`config.mk`:
```
export PLATFORM = sky130hd
export DESIGN_NAME = rs232_rx
export DESIGN_NICKNAME = d
export VERILOG_FILES = /design/src/rtl/rs232_rx.sv
export SDC_FILE = /design/constraint.sdc
export NUM_CORES = 1
export LEC_CHECK = 0
export ABC_AREA = 0
export BUFFER_PORTS_ARGS = -buffer_cell sky130_fd_sc_hd__clkbuf_2
export CAP_MARGIN = 25
export CORE_ASPECT_RATIO = 0.75
export CORE_MARGIN = 4
export CORE_UTILIZATION = 60
export CTS_CLUSTER_DIAMETER = 150
export DETAILED_ROUTE_END_ITERATION = 10
export PLACE_DENSITY = 0.8
export SETUP_SLACK_MARGIN = 0.02
export SKIP_CTS_REPAIR_TIMING = 1
export SKIP_LAST_GASP = 1
export SLEW_MARGIN = 20
export SYNTH_ARGS = -nofsm -noshare
export SYNTH_HDL_FRONTEND = slang
export SYNTH_SLANG_ARGS = --single-unit
```
`constraint.sdc`:
```
create_clock -name clk -period 3.65 [get_ports clk]
set_input_delay 0.365 -clock clk [delete_from_list [all_inputs] [get_ports clk]]
set_output_delay 0.365 -clock clk [all_outputs]
set_load 0.03 [all_outputs]
```
`src/rtl/rs232_rx.sv`:
```
// 8N1 serial receiver: double-flop synchronizer, mid-bit sampling FSM and a valid/ack byte handshake.
// Signals framing errors (stop bit low) and overruns (unacknowledged byte overwritten).
module rs232_rx #(
  parameter int BAUD_CNT_MAX = 1302,
  parameter int HALF_CNT     = BAUD_CNT_MAX / 2
) (
  input  logic       clk,
  input  logic       rst,
  input  logic       rx,
  output logic [7:0] rx_data,
  output logic       rx_valid,
  input  logic       rx_ack,
  output logic       frame_err,
  output logic       overrun
);

  localparam logic [11:0] BAUD_MAX_C = 12'(BAUD_CNT_MAX);
  localparam logic [11:0] HALF_C     = 12'(HALF_CNT);

  typedef enum logic [2:0] {
    ST_IDLE  = 3'd0,
    ST_START = 3'd1,
    ST_DATA  = 3'd2,
    ST_STOP  = 3'd3,
    ST_BREAK = 3'd4
  } state_t;

  state_t      state_r, state_nxt_s;
  logic        rx_meta_r, rx_sync_r;
  logic [11:0] baud_cnt_r;
  logic [3:0]  bit_cnt_r;
  logic [7:0]  shift_r;
  logic        commit_r;
  logic        baud_clr_s, bit_clr_s, shift_en_s, commit_s, frame_err_s;

  // Next-state and datapath control decode
  always_comb begin
    state_nxt_s = state_r;
    baud_clr_s  = 1'b0;
    bit_clr_s   = 1'b0;
    shift_en_s  = 1'b0;
    commit_s    = 1'b0;
    frame_err_s = 1'b0;
    case (state_r)
      ST_IDLE: begin
        if (!rx_sync_r) begin
          state_nxt_s = ST_START;
          baud_clr_s  = 1'b1;
        end else begin
          state_nxt_s = ST_IDLE;
        end
      end
      ST_START: begin
        if (baud_cnt_r == HALF_C) begin
          if (!rx_sync_r) begin
            state_nxt_s = ST_DATA;
            baud_clr_s  = 1'b1;
            bit_clr_s   = 1'b1;
          end else begin
            state_nxt_s = ST_IDLE;  // glitch shorter than half a bit
          end
        end else begin
          state_nxt_s = ST_START;
        end
      end
      ST_DATA: begin
        if (baud_cnt_r == BAUD_MAX_C) begin
          shift_en_s = 1'b1;
          baud_clr_s = 1'b1;
          if (bit_cnt_r == 4'd7) begin
            state_nxt_s = ST_STOP;
          end else begin
            state_nxt_s = ST_DATA;
          end
        end else begin
          state_nxt_s = ST_DATA;
        end
      end
      ST_STOP: begin
        if (baud_cnt_r == BAUD_MAX_C) begin
          baud_clr_s = 1'b1;
          if (rx_sync_r) begin
            commit_s    = 1'b1;
            state_nxt_s = ST_IDLE;
          end else begin
            frame_err_s = 1'b1;
            state_nxt_s = ST_BREAK;
          end
        end else begin
          state_nxt_s = ST_STOP;
        end
      end
      ST_BREAK: begin
        // a held-low line must not be re-read as start bits
        if (rx_sync_r) begin
          state_nxt_s = ST_IDLE;
        end else begin
          state_nxt_s = ST_BREAK;
        end
      end
      default: begin
        state_nxt_s = ST_IDLE;
      end
    endcase
  end

  // Synchronizer, FSM state, baud/bit counters and shift register
  always_ff @(posedge clk) begin
    if (rst) begin
      rx_meta_r  <= 1'b1;
      rx_sync_r  <= 1'b1;
      state_r    <= ST_IDLE;
      baud_cnt_r <= 12'd0;
      bit_cnt_r  <= 4'd0;
      shift_r    <= 8'h00;
      commit_r   <= 1'b0;
      frame_err  <= 1'b0;
    end else begin
      rx_meta_r  <= rx;
      rx_sync_r  <= rx_meta_r;
      state_r    <= state_nxt_s;
      baud_cnt_r <= baud_clr_s ? 12'd0 : baud_cnt_r + 12'd1;
      if (bit_clr_s) begin
        bit_cnt_r <= 4'd0;
      end else if (shift_en_s) begin
        bit_cnt_r <= bit_cnt_r + 4'd1;
      end else begin
        bit_cnt_r <= bit_cnt_r;
      end
      shift_r    <= shift_en_s ? {rx_sync_r, shift_r[7:1]} : shift_r;
      commit_r   <= commit_s;
      frame_err  <= frame_err_s;
    end
  end

  // Output byte register and valid/ack handshake with overrun detection
  always_ff @(posedge clk) begin
    if (rst) begin
      rx_data  <= 8'h00;
      rx_valid <= 1'b0;
      overrun  <= 1'b0;
    end else begin
      overrun <= 1'b0;
      if (commit_r) begin
        // an ack landing in the commit cycle consumes the old byte, so no overrun
        rx_data  <= shift_r;
        rx_valid <= 1'b1;
        overrun  <= rx_valid & ~rx_ack;
      end else if (rx_ack) begin
        rx_valid <= 1'b0;
      end else begin
        rx_valid <= rx_valid;
      end
    end
  end

endmodule
```
==> results.md <==
Clock tree:
- The H-tree was split into 2 levels.
- The number of buffers on the longest clock path is 2.
- The number of sinks driven by the clock tree is 41.
- The cell at the root of the clock tree is sky130_fd_sc_hd__clkbuf_8.
- The clock transition time at the flip-flop clock pins of the worst setup and hold paths is 70 ps.
- TritonCTS built the clock tree.
- Clock latency on the worst-skew pair, taken at its later pin, is 290 ps.
- In this run, CTS created clock tree buffers numbering 5.

Worst setup path:
- The worst path buffer plus inverter count is 1.
- The endpoint of the lowest-slack register-to-register path is shift_r[1]$_SDFFE_PP0P_.
- STA classifies the critical path startpoint as a flop.
- The required arrival time at the worst endpoint is 3820 ps.
- The critical path depth is 6.
- The critical path goes through inv_1 -> ha_1 -> and4bb_4 -> and4_1 -> mux2i_1 -> nor2_1.
- On the critical path, the stage with the largest delay is an instance of sky130_fd_sc_hd__and4_1.
- The worst register-to-register path has a depth of 6.
- On the critical path the largest part of the delay comes from simple AND/OR/NAND/NOR gates.
- The worst register-to-register path begins at baud_cnt_r[0]$_SDFF_PP0_.
- The timing endpoint of the critical path is shift_r[1]$_SDFFE_PP0P_.
- The delay of the slowest cell on the worst path is 630 ps.
- For flop-to-flop paths, the worst setup slack is 1750 ps.
- In this run the worst path has a maximum fanout of 12.
- The arrival time reported for the critical path endpoint is 2070 ps.
- In this run the worst setup path begins at baud_cnt_r[0]$_SDFF_PP0_.
- The category of the worst setup path capture point is a flop.
- The category of the critical setup timing path is reg -> reg.

Logic synthesis:
- The number of warnings reported in the yosys synthesis log is 0.
- The share of the Yosys chip area taken by registers is 0.473.
- The average instance in the mapped netlist occupies 9.49 µm².
- The number of library cell types mapped by synthesis is 38.
- The register bit total from synthesis is 41.
- The most used flip-flop cell after synthesis is sky130_fd_sc_hd__dfxtp_1.
- The post-synthesis instance total is 183.
- Synthesis produced a netlist with a net count of 190.
- The synthesized netlist occupies a cell area of 0.00174 mm².
- Counting flops with an async set or reset pin after synthesis yields a share of 0.
- In this run, synthesis inferred 0 flip-flops with an integrated enable.

Timing:
- The number of max-slew violations in the final report is 0.
- Setup violations remaining at the end of the flow were counted as 0.
- The final-layout setup total negative slack is 0 ps.
- The final count of hold timing violations is 0.
- For the pin with the worst max-slew slack, the measured transition is 653 ps.
- Across all setup checks in the final design, the least slack found is 1750 ps.
- The fmax is 526 MHz.
- For the finished layout, the period the worst path requires is 1900 ps.
- In the finished design, the share of the clock period the worst path needs comes to 0.521.
- The headroom to the max-slew limit is 0.565.
- Setup repair after global routing left no endpoint under its margin.
- For the final database, setup skew stands at 10.2 ps.

Status:
- The flow ran to the end, and the final reports show no timing, DRC or antenna violations.

Drt:
- The detailed router placed 1277 vias in this run.
- The number of DRC markers after the initial detailed-route iteration is 135.
- The uppermost layer routed is met4.
- Wires add up to 3180 µm.
- The amount of wire on met3 after detailed routing is 205 µm.
- The number of vias per cell after detailed routing is 5.53.
- The wire length on met1 is 1580 µm.
- The final antenna-violating net count is 0.
- The number of iterations in the first detailed-routing pass is 4.
- The total DRC errors in the routed layout is 0.
- After detailed routing, the average wire length per cell comes to 13.8 µm.
- The detailed-routed wire length on met2 is 1380 µm.

Placed design:
- Timing analysis after detailed placement gives a worst setup slack of 1760 ps.
- The weighted congestion at the end of routability-driven global placement is 0.785.
- The HPWL after detailed placement is 2220 µm.
- The count of input and output buffers is 14.

Die:
- In this run the standard cell core region covers 0.00268 mm².
- The area enclosed by the die boundary is 0.00383 mm².
- The initial core utilization is 0.647.
- The chip height is 54.6 µm.
- The number of cell rows is 16.
- The x dimension of the die is 70.1 µm.
- The count of pins on the block boundary is 15.

GRT:
- The wire length of the first global-routing pass is 5200 µm.
- The initial antenna violation count is 0.
- The via count of the first global-routing pass was 1155.
- The largest net degree at the start of global routing is 25.
- The total routing resource utilization after global routing is 0.176.
- The total congestion overflow is 0.

Power and ir drop:
- The reported leakage power is 0.672 nW.
- The power per unit of standard cell area is 447 mW/mm².
- The peak ir drop on the vdd network is 426 µV.

Hold path:
- In this run the worst hold path is classified as in -> reg.

Finish:
- The number of nets in the final layout is 201.
- The ratio of cells with drive above 1 in the final layout is 0.159.
- Fill cells in the final layout number 195.
- The area growth from synthesis to final layout is 9.51%.
- 0 antenna diodes ended up in the layout.

Run:
- The number of maximum-capacitance violations is 0.
## layer usage
metal  vias up  GRT usage
met1       594      0.231
met3         3     0.0495
met2        38      0.277
li1        642          -
met4         0     0.0732
met5         -          0
## Yosys cell counts, types with 2 or more instances
| library cell | number | area share |
|---|---|---|
| sky130_fd_sc_hd__nand2_1 | 6 | 0.013 |
| sky130_fd_sc_hd__or2_2 | 2 | 0.0072 |
| sky130_fd_sc_hd__o21ai_0 | 2 | 0.0058 |
| sky130_fd_sc_hd__nor2_1 | 41 | 0.089 |
| sky130_fd_sc_hd__dfxtp_1 | 41 | 0.47 |
| sky130_fd_sc_hd__inv_1 | 7 | 0.015 |
| sky130_fd_sc_hd__mux2i_1 | 17 | 0.098 |
| sky130_fd_sc_hd__xnor2_1 | 9 | 0.045 |
| sky130_fd_sc_hd__clkbuf_1 | 4 | 0.0086 |
| sky130_fd_sc_hd__nor2b_1 | 2 | 0.0072 |
| sky130_fd_sc_hd__a21oi_1 | 2 | 0.0058 |
| sky130_fd_sc_hd__nand3_1 | 8 | 0.023 |
| sky130_fd_sc_hd__xor2_1 | 3 | 0.015 |
| sky130_fd_sc_hd__ha_1 | 3 | 0.022 |
| sky130_fd_sc_hd__nor3_1 | 6 | 0.017 |
| sky130_fd_sc_hd__nor4_1 | 2 | 0.0072 |
| sky130_fd_sc_hd__and4_1 | 2 | 0.010 |
| sky130_fd_sc_hd__clkbuf_2 | 3 | 0.0086 |
| sky130_fd_sc_hd__nand4_1 | 4 | 0.014 |
## worst min-delay path by stage
| stage | from | to | slack, ps | cells after the start |
|---|---|---|---|---|
| 6_report | rx | rx_meta_r$_SDFF_PP1_ | 250 | 2 |
| 5_1_grt | rx | rx_meta_r$_SDFF_PP1_ | 260 | 2 |
| 4_1_cts | rx | rx_meta_r$_SDFF_PP1_ | 250 | 2 |
| 3_5_place_dp | rx_meta_r$_SDFF_PP1_ | rx_sync_r$_SDFF_PP1_ | 410 | 1 |
| 3_3_place_gp | rx_meta_r$_SDFF_PP1_ | rx_sync_r$_SDFF_PP1_ | 400 | 1 |
| 2_1_floorplan | rx_meta_r$_SDFF_PP1_ | rx_sync_r$_SDFF_PP1_ | 390 | 1 |
## power breakdown
group / leakage, nW / switching, mW / internal (mW)
clock: 0.0585 / 0.151 / 0.223
sequential: 0.331 / 0.00574 / 0.451
combinational: 0.282 / 0.0129 / 0.00700
total: 0.672 / 0.170 / 0.681
## flip-flops by register name, summed over array words and instances (netlist names)
register	flops
baud_cnt_r	12
bit_cnt_r	4
commit_r	1
frame_err	1
overrun	1
rx_data	8
rx_meta_r	1
rx_sync_r	1
rx_valid	1
shift_r	8
state_r	3
## metrics by stage
stage,util,hold WS [ps],std cells,total power [mW],instance area (µm²)
floorplan,-,389,183,0.482,1740
global placement,0.666,395,223,0.486,1790
detailed placement,0.666,406,223,0.487,1790
CTS,0.709,249,231,0.854,1900
global route,0.709,264,231,0.875,1900
finish,0.709,251,231,0.851,1900
## cell usage in the layout (no fill, tap or decap), drive strengths merged
| master | count |
|---|---|
| a41oi | 1 |
| o21ai | 2 |
| o211ai | 1 |
| a2111oi | 1 |
| xnor2 | 9 |
| a32oi | 1 |
| nor4 | 2 |
| or2 | 2 |
| o31a | 1 |
| mux2i | 17 |
| dfxtp | 41 |
| or3 | 1 |
| a21o | 1 |
| and4b | 1 |
| nand4 | 4 |
| nor3b | 1 |
| nor2 | 41 |
| xor2 | 3 |
| and4bb | 1 |
| nor3 | 7 |
| nand3 | 9 |
| and3 | 1 |
| a21oi | 2 |
| and4 | 3 |
| inv | 7 |
| o221a | 1 |
| nor2b | 2 |
| ha | 3 |
| clkbuf | 21 |
| nand2 | 6 |
| nor4bb | 1 |
| bufinv | 1 |
## cell families (layout without fill, tap and decap cells)
kind of cell	Yosys count	after routing	share of synthesized area
XOR/XNOR	12	12	0.0605
multiplexers	17	17	0.0980
AND/OR/NAND/NOR	82	82	0.244
flip-flops	41	41	0.473
buffers and inverters	17	29	0.0533
AO/OA/AOI/OAI	11	11	0.0504
adder cells (fa/ha/maj)	3	3	0.0216
## cell type report
| type | count | area, µm² | area share |
|---|---|---|---|
| sequential | 41 | 821 | 0.432 |
| clock inverter | 1 | 30.0 | 0.0158 |
| inverter | 7 | 26.3 | 0.0138 |
| tap | 36 | 45.0 | 0.0237 |
| multi-input combinational | 125 | 823 | 0.433 |
| clock buffer | 7 | 86.3 | 0.0454 |
| timing repair buffer | 14 | 70.1 | 0.0368 |
Power figures use the tool's default switching activity.
